## config.mk

```make
export PLATFORM = sky130hd
export DESIGN_NAME = diff_rx
export DESIGN_NICKNAME = d
export VERILOG_FILES = /design/src/rtl/diff_pkg.sv /design/src/rtl/line_sync_edge.sv /design/src/rtl/diff_rx.sv
export SDC_FILE = /design/constraint.sdc
export NUM_CORES = 1
export LEC_CHECK = 0
export CORE_AREA = 2 2 82 84
export CTS_BUF_LIST = sky130_fd_sc_hd__clkbuf_4 sky130_fd_sc_hd__clkbuf_8
export DETAILED_ROUTE_END_ITERATION = 7
export DIE_AREA = 0 0 84 86
export GPL_TIMING_DRIVEN = 0
export PLACE_DENSITY = 0.77
export SLEW_MARGIN = 15
export SYNTH_ARGS = -nofsm -noshare
export SYNTH_HDL_FRONTEND = slang
export SYNTH_SLANG_ARGS = --single-unit
export TNS_END_PERCENT = 10
```

## constraint.sdc

```tcl
create_clock -name clk_in -period 2.4 [get_ports clk_in]
set_input_delay 0.48 -clock clk_in [delete_from_list [all_inputs] [get_ports clk_in]]
set_output_delay 0.48 -clock clk_in [all_outputs]
set_load 0.02 [all_outputs]
```

## src/rtl/diff_pkg.sv

```systemverilog
// Shared types and constants for the single-wire pulse-width link.
// Holds the frame width, the receiver and transmitter state encodings
// and the symbol classes produced by the receiver's low-time classifier.
package diff_pkg;

   localparam int unsigned FRAME_BITS = 26;
   localparam int unsigned BIT_CNT_W  = 5;

   // Default line timing, in clock cycles.
   localparam int unsigned DEF_DATA_PERIOD  = 20;
   localparam int unsigned DEF_ZERO_MAX_LOW = 7;
   localparam int unsigned DEF_SYNC_MAX_LOW = 12;
   localparam int unsigned DEF_MIN_LOW      = 2;

   typedef enum logic [1:0] {
      IDLE = 2'd0,
      HEAD = 2'd1,
      DATA = 2'd2,
      ERR  = 2'd3
   } rx_state_t;

   typedef enum logic [1:0] {
      GLITCH = 2'd0,
      ZERO   = 2'd1,
      SYNC   = 2'd2,
      ONE    = 2'd3
   } symbol_t;

   typedef enum logic [1:0] {
      TX_IDLE = 2'd0,
      TX_HEAD = 2'd1,
      TX_DATA = 2'd2,
      TX_TAIL = 2'd3
   } tx_state_t;

endpackage

```

## src/rtl/line_sync_edge.sv

```systemverilog
// Brings the asynchronous line into the clock domain and detects its edges.
// Ports:
//   clk, rst_n : clock and asynchronous active-low reset
//   line       : raw asynchronous line (idles high)
//   level      : synchronized line level (registered)
//   rise_c     : one-cycle pulse on a synchronized rising edge
//   fall_c     : one-cycle pulse on a synchronized falling edge
module line_sync_edge (
   input  logic clk,
   input  logic rst_n,
   input  logic line,
   output logic level,
   output logic rise_c,
   output logic fall_c
);

   logic meta;
   logic sync;
   logic dly;

   // Flops reset to 1 to match the idle line, so a line held low at
   // reset release shows up as a falling edge.
   always_ff @(posedge clk or negedge rst_n) begin
      if (!rst_n) begin
         meta <= 1'b1;
         sync <= 1'b1;
         dly  <= 1'b1;
      end else begin
         meta <= line;
         sync <= meta;
         dly  <= sync;
      end
   end

   assign level  = sync;
   assign rise_c = sync & ~dly;
   assign fall_c = ~sync & dly;

endmodule

```

## src/rtl/diff_rx.sv

```systemverilog
// Receiver for the single-wire pulse-width link.
// Measures each low pulse, classifies it as GLITCH/ZERO/SYNC/ONE and
// assembles SYNC + 26 data bits (MSB first) + SYNC into a frame.
// Ports:
//   clk_in, rst_n_in : clock and asynchronous active-low reset
//   line_in          : asynchronous serial line, idles high
//   data_out         : last good frame
//   valid_out        : one-cycle pulse when data_out updates
//   error_out        : one-cycle pulse on a protocol violation
//   state_out        : current receiver state
module diff_rx
   import diff_pkg::*;
#(
   parameter int unsigned DATA_PERIOD  = DEF_DATA_PERIOD,
   parameter int unsigned ZERO_MAX_LOW = DEF_ZERO_MAX_LOW,
   parameter int unsigned SYNC_MAX_LOW = DEF_SYNC_MAX_LOW,
   parameter int unsigned MIN_LOW      = DEF_MIN_LOW
) (
   input  logic                  clk_in,
   input  logic                  rst_n_in,
   input  logic                  line_in,
   output logic [FRAME_BITS-1:0] data_out,
   output logic                  valid_out,
   output logic                  error_out,
   output logic [1:0]            state_out
);

   localparam int unsigned CNT_W = $clog2(DATA_PERIOD + 1);
   localparam logic [CNT_W-1:0]     PERIOD_C = CNT_W'(DATA_PERIOD);
   localparam logic [CNT_W-1:0]     ZMAX_C   = CNT_W'(ZERO_MAX_LOW);
   localparam logic [CNT_W-1:0]     SMAX_C   = CNT_W'(SYNC_MAX_LOW);
   localparam logic [CNT_W-1:0]     MINL_C   = CNT_W'(MIN_LOW);
   localparam logic [BIT_CNT_W-1:0] FRAME_C  = BIT_CNT_W'(FRAME_BITS);

   logic                  level;
   logic                  rise_c;
   logic                  fall_c;
   logic [CNT_W-1:0]      low_cnt;
   logic [CNT_W-1:0]      high_cnt;
   logic [FRAME_BITS-1:0] shreg;
   logic [BIT_CNT_W-1:0]  bit_cnt;
   rx_state_t             state;
   symbol_t               sym_c;
   logic                  err_c;
   logic                  done_c;
   logic                  timeout_c;

   line_sync_edge u_sync (
      .clk    (clk_in),
      .rst_n  (rst_n_in),
      .line   (line_in),
      .level  (level),
      .rise_c (rise_c),
      .fall_c (fall_c)
   );

   // Low-time counter: 1 on the falling edge, saturating at the period.
   always_ff @(posedge clk_in or negedge rst_n_in) begin
      if (!rst_n_in) begin
         low_cnt <= '0;
      end else if (fall_c) begin
         low_cnt <= CNT_W'(1);
      end else if (!level && low_cnt != PERIOD_C) begin
         low_cnt <= low_cnt + CNT_W'(1);
      end
   end

   // High-time counter: also restarts on error entry so ERR waits a full
   // period of quiet line before returning to IDLE.
   always_ff @(posedge clk_in or negedge rst_n_in) begin
      if (!rst_n_in) begin
         high_cnt <= '0;
      end else if (!level || err_c) begin
         high_cnt <= '0;
      end else if (high_cnt != PERIOD_C) begin
         high_cnt <= high_cnt + CNT_W'(1);
      end
   end

   // Classify the low time just measured (valid in the rise cycle).
   always_comb begin
      sym_c = ONE;
      if (low_cnt < MINL_C) begin
         sym_c = GLITCH;
      end else if (low_cnt <= ZMAX_C) begin
         sym_c = ZERO;
      end else if (low_cnt <= SMAX_C) begin
         sym_c = SYNC;
      end
   end

   // Protocol checks and frame completion for the current cycle.
   always_comb begin
      err_c     = 1'b0;
      done_c    = 1'b0;
      timeout_c = (!level && low_cnt == PERIOD_C) || (level && high_cnt == PERIOD_C);
      case (state)
         HEAD: begin
            if (timeout_c || (rise_c && sym_c != SYNC)) begin
               err_c = 1'b1;
            end
         end
         DATA: begin
            if (timeout_c) begin
               err_c = 1'b1;
            end else if (rise_c) begin
               if (bit_cnt == FRAME_C) begin
                  done_c = (sym_c == SYNC);
                  err_c  = (sym_c != SYNC);
               end else begin
                  err_c = (sym_c == GLITCH) || (sym_c == SYNC);
               end
            end
         end
         default: ;
      endcase
   end

   // Receiver FSM with registered outputs.
   always_ff @(posedge clk_in or negedge rst_n_in) begin
      if (!rst_n_in) begin
         state     <= IDLE;
         bit_cnt   <= '0;
         shreg     <= '0;
         data_out  <= '0;
         valid_out <= 1'b0;
         error_out <= 1'b0;
      end else begin
         valid_out <= 1'b0;
         error_out <= 1'b0;
         case (state)
            IDLE: begin
               if (fall_c) begin
                  state <= HEAD;
               end
            end
            HEAD: begin
               if (err_c) begin
                  state     <= ERR;
                  error_out <= 1'b1;
               end else if (rise_c) begin
                  state   <= DATA;
                  bit_cnt <= '0;
               end
            end
            DATA: begin
               if (err_c) begin
                  state     <= ERR;
                  error_out <= 1'b1;
               end else if (done_c) begin
                  state     <= IDLE;
                  data_out  <= shreg;
                  valid_out <= 1'b1;
               end else if (rise_c) begin
                  shreg   <= {shreg[FRAME_BITS-2:0], (sym_c == ONE)};
                  bit_cnt <= bit_cnt + BIT_CNT_W'(1);
               end
            end
            ERR: begin
               if (level && high_cnt == PERIOD_C) begin
                  state <= IDLE;
               end
            end
            default: state <= IDLE;
         endcase
      end
   end

   assign state_out = state;

endmodule

```

==> results_dict.tcl, run 1 <==
set metrics [dict create \
    status "finished with violations" \
    violations "negative setup slack" \
    hold_ws_ns 0.0927 \
    grt_pass1_wl_um 11000 \
    gp_congestion 0.788 \
    crit_path_end_kind "register" \
    via_count 2336 \
    cp_data_arrival_time_ns 2.67 \
    grt_pass1_vias 2337 \
    layoutNonFillerInstCount 436 \
    die_x_um 84 \
    critPathLaunch "low_cnt[1]" \
    yosysSeqAreaShare_pct 56.4 \
    period_share_pct 101 \
    ff2ff_path_depth 9 \
    utilization_pct 67.8 \
    grt_use_total_pct 19.5 \
    synthFlopType "dfrtp_1" \
    fin_area_sq_um 4250 \
    die_area_sq_um 7220 \
    drt-total-wl_um 6530 \
    synth-edff-count 0 \
    htreeDepth 3 \
    initialDrtViolationCount 183 \
    setup_violations 25 \
    rr_startpoint "low_cnt[1]" \
    synth_nets 311 \
    yosysTopAreaCell "dfrtp_1" \
    antenna_found_initial 0 \
    syn_area_per_cell_sq_um 11.1 \
    ant_nets 0 \
    seqPwrFrac_pct 42.4 \
    drive_gt1_share_pct 23.4 \
    io_pins 33 \
    portBuffers 32 \
    fp.dieH_um 86 \
    synth_warnings 0 \
    power_switching_share_pct 30.2 \
    tns_ns -0.655 \
    syn_area_sq_um 3290 \
    syn_to_final_growth_pct 29.4 \
    antenna_cells 0 \
    r2r_end "shreg[1]" \
    clockRootBuffer "clkbuf_8" \
    cts_buffer_depth 2 \
    hold_class "input pin to async pin" \
    r2r_slack_ns -0.03 \
    overflow 0 \
    clkTransAtPathRegs_ns 0.08 \
    worst_setup_path_start_kind "register" \
    power.density_nw_per_um2 791 \
    first_pass_iters 6 \
    core-area_sq_um 6280 \
    clock_latency_ns 0.35 \
    cap_violations 0 \
    cts_num_sinks 74 \
    n_fill_cell 446 \
    rows 29 \
    start_util_pct 52.4 \
    finalWorstSetupSlack_ns -0.0328 \
    p_leak_nw 2.06 \
    path_max_fanout 6 \
    switchingPower_mw 1.01 \
    comb_power_share_pct 24.8 \
    final_common_cell "nand2_1" \
    worst_slew_pin_slew_ns 0.640 \
    final_cell_mix "nand2_1, dfrtp_1, clkdlybuf4s50_1" \
    fmax_ghz 0.411 \
    critPathKind "register to register" \
    syn-instance-count 297 \
    finClkSkew_ns 0.0112 \
    relSlewSlack_pct 56.9 \
    fin_crit_ns 2.43 \
    synth_top_area_share_pct 54.0 \
    placed_cell_area_sq_um 3730 \
    seq_area_sq_um 1860 \
    ys_top_cells_by_area "dfrtp_1, nand2_1, mux2_2" \
    p_int_mw 2.35 \
    place_hpwl_um 3870 \
    cts_tree "yes" \
    worst-endpoint-required_ns 2.63 \
    rsz0062_at_grt "yes" \
    viasPerCell 5.36 \
    clkPwrFrac_pct 32.8 \
    max-vdd-ir-drop_mv 0.453 \
    ys_async_sr_fraction_pct 100 \
    nets 368 \
    final_max_slew_viol_count 0 \
    multi_input_area_sq_um 1470 \
    grt_max_degree 39 \
    drc_errors 0 \
    synth-seq-cells 74 \
    finalHoldViolCount 0 \
    yosysUniqueCellTypes 47 \
    cts_made_buffers 9 \
    wl_per_cell_um 15.0 \
    placed_cells 407 \
]
synth_stat cells, drive strengths merged, types with 2 or more instances:
library cell,instances
nor3,4
and4,2
ha,11
nand2b,3
a31oi,2
buf,4
inv,9
dfstp,3
nor2b,3
nand4b,2
clkbuf,7
o31ai,4
nand2,85
nand4,4
a21oi,5
a21o,2
dfrtp,71
and3,2
o21ai,11
nor2,11
xor2,3
mux2,26
nand3,6
o41ai,2
kinds of logic after synthesis:
logic type               Yosys count  synth area share [%]
AO/OA/AOI/OAI                     33                  7.53
XOR/XNOR                           4                  1.07
adder cells (fa/ha/maj)           11                  4.19
buffers and inverters             20                  3.20
flip-flops                        74                  56.4
multiplexers                      26                  9.36
AND/OR/NAND/NOR                  129                  18.2
layer usage:
| metal | routed length (um) | share of wire (%) | track usage [%] | vias up |
|---|---|---|---|---|
| li1 | - | - | - | 1124 |
| met1 | 2850 | 44 | 24.8 | 1139 |
| met2 | 3300 | 50 | 31.6 | 55 |
| met3 | 227 | 3.5 | 4.14 | 18 |
| met4 | 158 | 2.4 | 9.97 | 0 |
| met5 | 0 | 0 | 0 | - |
critical path: stages (launching register included):
cell	delay [ns]
dfrtp_2	0.46
buf_4	0.15
or4_1	0.51
and3_4	0.20
o311ai_4	0.24
buf_6	0.15
nor3_4	0.05
buf_6	0.14
buf_6	0.13
mux2_4	0.29
flip-flops by register name, indices dropped and copies added, names as in the netlist:
name,cells
bit_cnt,5
error_out,1
state_out,2
u_sync.level,1
shreg,26
u_sync.meta,1
valid_out,1
high_cnt,5
data_out,26
u_sync.dly,1
low_cnt,5
power groups by stage:
| stage | combinational [mW] | clock [mW] | sequential [mW] |
|---|---|---|---|
| finish | 0.835 | 1.10 | 1.42 |
| global route | 0.928 | 1.18 | 1.44 |
| CTS | 0.806 | 1.12 | 1.42 |
| detailed placement | 0.659 | 0 | 1.44 |
| global placement | 0.639 | 0 | 1.43 |
| floorplan | 0.463 | 0 | 1.45 |
worst max path at each step:
| stage | endpoint | cells after the start |
|---|---|---|
| after floorplan | shreg[16] | 10 |
| after global placement | state_out[0] | 1 |
| after detailed placement | shreg[8] | 9 |
| after CTS | shreg[16] | 10 |
| after global routing | shreg[3] | 10 |
| final | shreg[1] | 9 |
final cells by class:
class,count,area share (%)
Clock buffer,10,3.24
Timing Repair Buffer,47,11.3
Clock inverter,6,2.24
Tap cell,77,2.26
Inverter,9,0.794
Buffer,10,1.91
Multi-Input combinational cell,203,34.5
Sequential cell,74,43.7
timing repair:
action,4_1_cts,5_1_grt
pin swaps,7,8
gates cloned,2,0
setup buffers,11,1
endpoints found under the setup margin,47,55
hold buffers,0,0
resized for setup,28,23
through the flow:
stage               power [mW]  setup slack, ns
finish                    3.36          -0.0328
detailed placement        2.10           -0.280
global placement          2.07            -1.86
floorplan                 1.91           0.0117
global route              3.54           -0.132
CTS                       3.35          -0.0812
(Power assumes the default switching activity.)
==> run 2, diff against run 1 <==
- ABC_AREA: unset -> 1
- CORE_AREA: 2 2 82 84 -> 2 2 83 85
- DIE_AREA: 0 0 84 86 -> 0 0 85 87
- PLACE_DENSITY: 0.77 -> 0.76
==> run 2 against run 1 <==
The run now ends clean. Global-route usage is 0.60 points lower. Synthesized cell count grew 26%. Sequential share of layout area up 2.6 points. Cell count is 15% higher. Critical endpoint is now data_out[22]. Highest routed layer unchanged.
==> results_dict.tcl, run 2 <==
set metrics [dict create \
    ys_async_sr_fraction_pct 100 \
    path_buf_inv 4 \
    setup_violations 0 \
    crit_path_end_kind "register" \
    cap_violations 0 \
    overflow 0 \
    fin_area_sq_um 4010 \
    syn_to_final_growth_pct 19.7 \
    rsz0062_at_grt "no" \
    clkTransAtPathRegs_ns 0.08 \
    nets 432 \
    drive_gt1_share_pct 13.3 \
    wl_per_cell_um 12.2 \
    syn-instance-count 374 \
    cp_data_arrival_time_ns 2.32 \
    layoutNonFillerInstCount 502 \
    final_max_slew_viol_count 0 \
    place_hpwl_um 4220 \
    synth_warnings 0 \
    synth-seq-cells 74 \
    fp.dieH_um 87 \
    period_share_pct 88.2 \
    synth-edff-count 0 \
    portBuffers 32 \
    first_pass_iters 4 \
    p_leak_nw 1.97 \
    power_mw 3.06 \
    die_area_sq_um 7400 \
    largestRegisters "data_out: 26 flops, shreg: 26 flops" \
    synth_common_cells "nand2_1, dfrtp_1, inv_1" \
    worst-endpoint-required_ns 2.60 \
    drc_errors 0 \
    gp_congestion 0.834 \
    final_common_cell "nand2_1" \
    grt_util_met2_pct 31.0 \
    relSlewSlack_pct 72.1 \
    placed_cell_area_sq_um 3790 \
    clockRootBuffer "clkbuf_8" \
    worst_setup_path_start_kind "register" \
    rr_startpoint "state_out[0]" \
    cp_slowest_cell "dfrtp_1" \
    cts_setup_buffers 0 \
    critical_path.top_delay_family "buffers and inverters" \
    ant_nets 0 \
    hold_buffers 0 \
    start_util_pct 51.0 \
    antenna_cells 0 \
    r2r_slack_ns 0.28 \
    ys_top_cells_by_area "dfrtp_1, nand2_1, o21ai_2" \
    synth_nets 388 \
    status "finished clean" \
    cp_common_cell "inv_1" \
    syn_area_sq_um 3350 \
    final_cell_mix "nand2_1, dfrtp_1, inv_1" \
    grt_use_met3_pct 4.74 \
    synthFlopType "dfrtp_1" \
    place_ws_ns 0.287 \
    cts_num_sinks 74 \
    slowest_delay_ns 0.44 \
    yosysUniqueCellTypes 27 \
    path_max_fanout 10 \
    cts_tree "yes" \
    syn_area_per_cell_sq_um 8.96 \
    viasPerCell 4.94 \
    grt_use_total_pct 18.8 \
    grt_max_degree 47 \
    antenna_found_initial 0 \
    worst_slew_pin_slew_ns 0.419 \
    yosysSeqAreaShare_pct 55.4 \
    finClkSkew_ns 0.0103 \
    cts_buffer_depth 2 \
    initialDrtViolationCount 137 \
    finalWorstSetupSlack_ns 0.283 \
    grt_busiest_layer "met2" \
    htreeDepth 3 \
    core-area_sq_um 6570 \
    drt-total-wl_um 6120 \
    ff2ff_path_depth 8 \
    cp_cell_sequence "inv_1 -> ha_1 -> inv_1 -> nor2_4 -> nand2_1 -> buf_2 -> clkbuf_1 -> o21ai_0" \
    yosysTopAreaCell "dfrtp_1" \
    max-vdd-ir-drop_mv 0.432 \
    hold_class "input pin to async pin" \
    finalHoldViolCount 0 \
    die_x_um 85 \
    io_pins 33 \
    via_count 2478 \
    fin_crit_ns 2.12 \
    r2r_end "data_out[22]" \
    grt_pass1_wl_um 11100 \
    cts_resized 0 \
    placed_cells 487 \
    power.density_nw_per_um2 764 \
    fmax_ghz 0.472 \
    use_met1_pct 24.2 \
    grt_pass1_vias 2495 \
    critPathKind "register to register" \
    cts_made_buffers 9 \
    clock_latency_ns 0.35 \
    synth_top_area_share_pct 53.0 \
    rows 30 \
    synth.most_common_cell "nand2_1" \
]
==> run 2: changes by cell type after synthesis, moves of 6 or more <==
cell / before / now
nor2_1: 10 / 19
o21ai_2: 0 / 19
mux2_2: 21 / 0
clkbuf_1: 7 / 1
o21ai_0: 11 / 22
nand3_1: 6 / 15
nand2_1: 85 / 131
inv_1: 9 / 44
==> run 2: per-layer routing <==
layer	share of wire, %	vias up
met5	0	-
met4	1.6	0
met3	2.6	8
met2	49	29
met1	47	1188
li1	-	1253
==> run 2: layout make-up <==
type	count	area (sq um)
fillers	535	2560
flip-flops and latches	74	1860
multi-input cells	245	1250
repair buffers	33	345
inverters	45	169
clock buffers	9	124
well taps	80	100
clock inverters	6	91.3
plain buffers	10	76.3
==> run 2: power breakdown <==
part	switching, mW	total [mW]	internal (mW)	leakage, nW
logic	0.361	0.585	0.223	0.846
clock network	0.475	1.06	0.585	0.110
registers	0.0973	1.42	1.32	1.01
==> run 2: worst max path at each step <==
| stage | endpoint | slack [ns] | from | depth (start not counted) |
|---|---|---|---|---|
| final | data_out[22] | 0.28 | state_out[0] | 8 |
| after floorplan | data_out[15] | 0.57 | state_out[0] | 8 |
| after CTS | data_out[22] | 0.25 | state_out[0] | 8 |
| after global routing | data_out[20] | 0.11 | high_cnt[0] | 11 |
| after global placement | data_out[24] | -1.67 | rst_n_in | 1 |
| after detailed placement | data_out[22] | 0.29 | state_out[0] | 8 |
==> run 2: worst reg2reg max path: stages (launching register included) <==
cell,delay (ns)
dfrtp_1,0.44
inv_1,0.13
ha_1,0.25
inv_1,0.19
nor2_4,0.08
nand2_1,0.12
buf_2,0.24
clkbuf_1,0.37
o21ai_0,0.16
==> run 2: cells by family (layout without fill, tap and decap cells) <==
family	Yosys count	after routing	synth area share, %
xor gates and xnor gates	5	5	1.31
buffers and inverters	55	103	7.32
adders and majority gates	11	11	4.11
DFF	74	74	55.4
AOI/OAI and AO/OA	50	50	9.60
and+or+nand+nor	179	179	22.3
==> run 2: stage by stage <==
stage          TNS [ns]  hold WS [ns]  util, %
4_1_cts               0        0.0516     61.0
2_1_floorplan         0         0.184        -
3_5_place_dp          0         0.347     57.8
5_1_grt               0        0.0727     61.0
3_3_place_gp    -121.09         0.348     57.4
6_report              0        0.0446     61.0
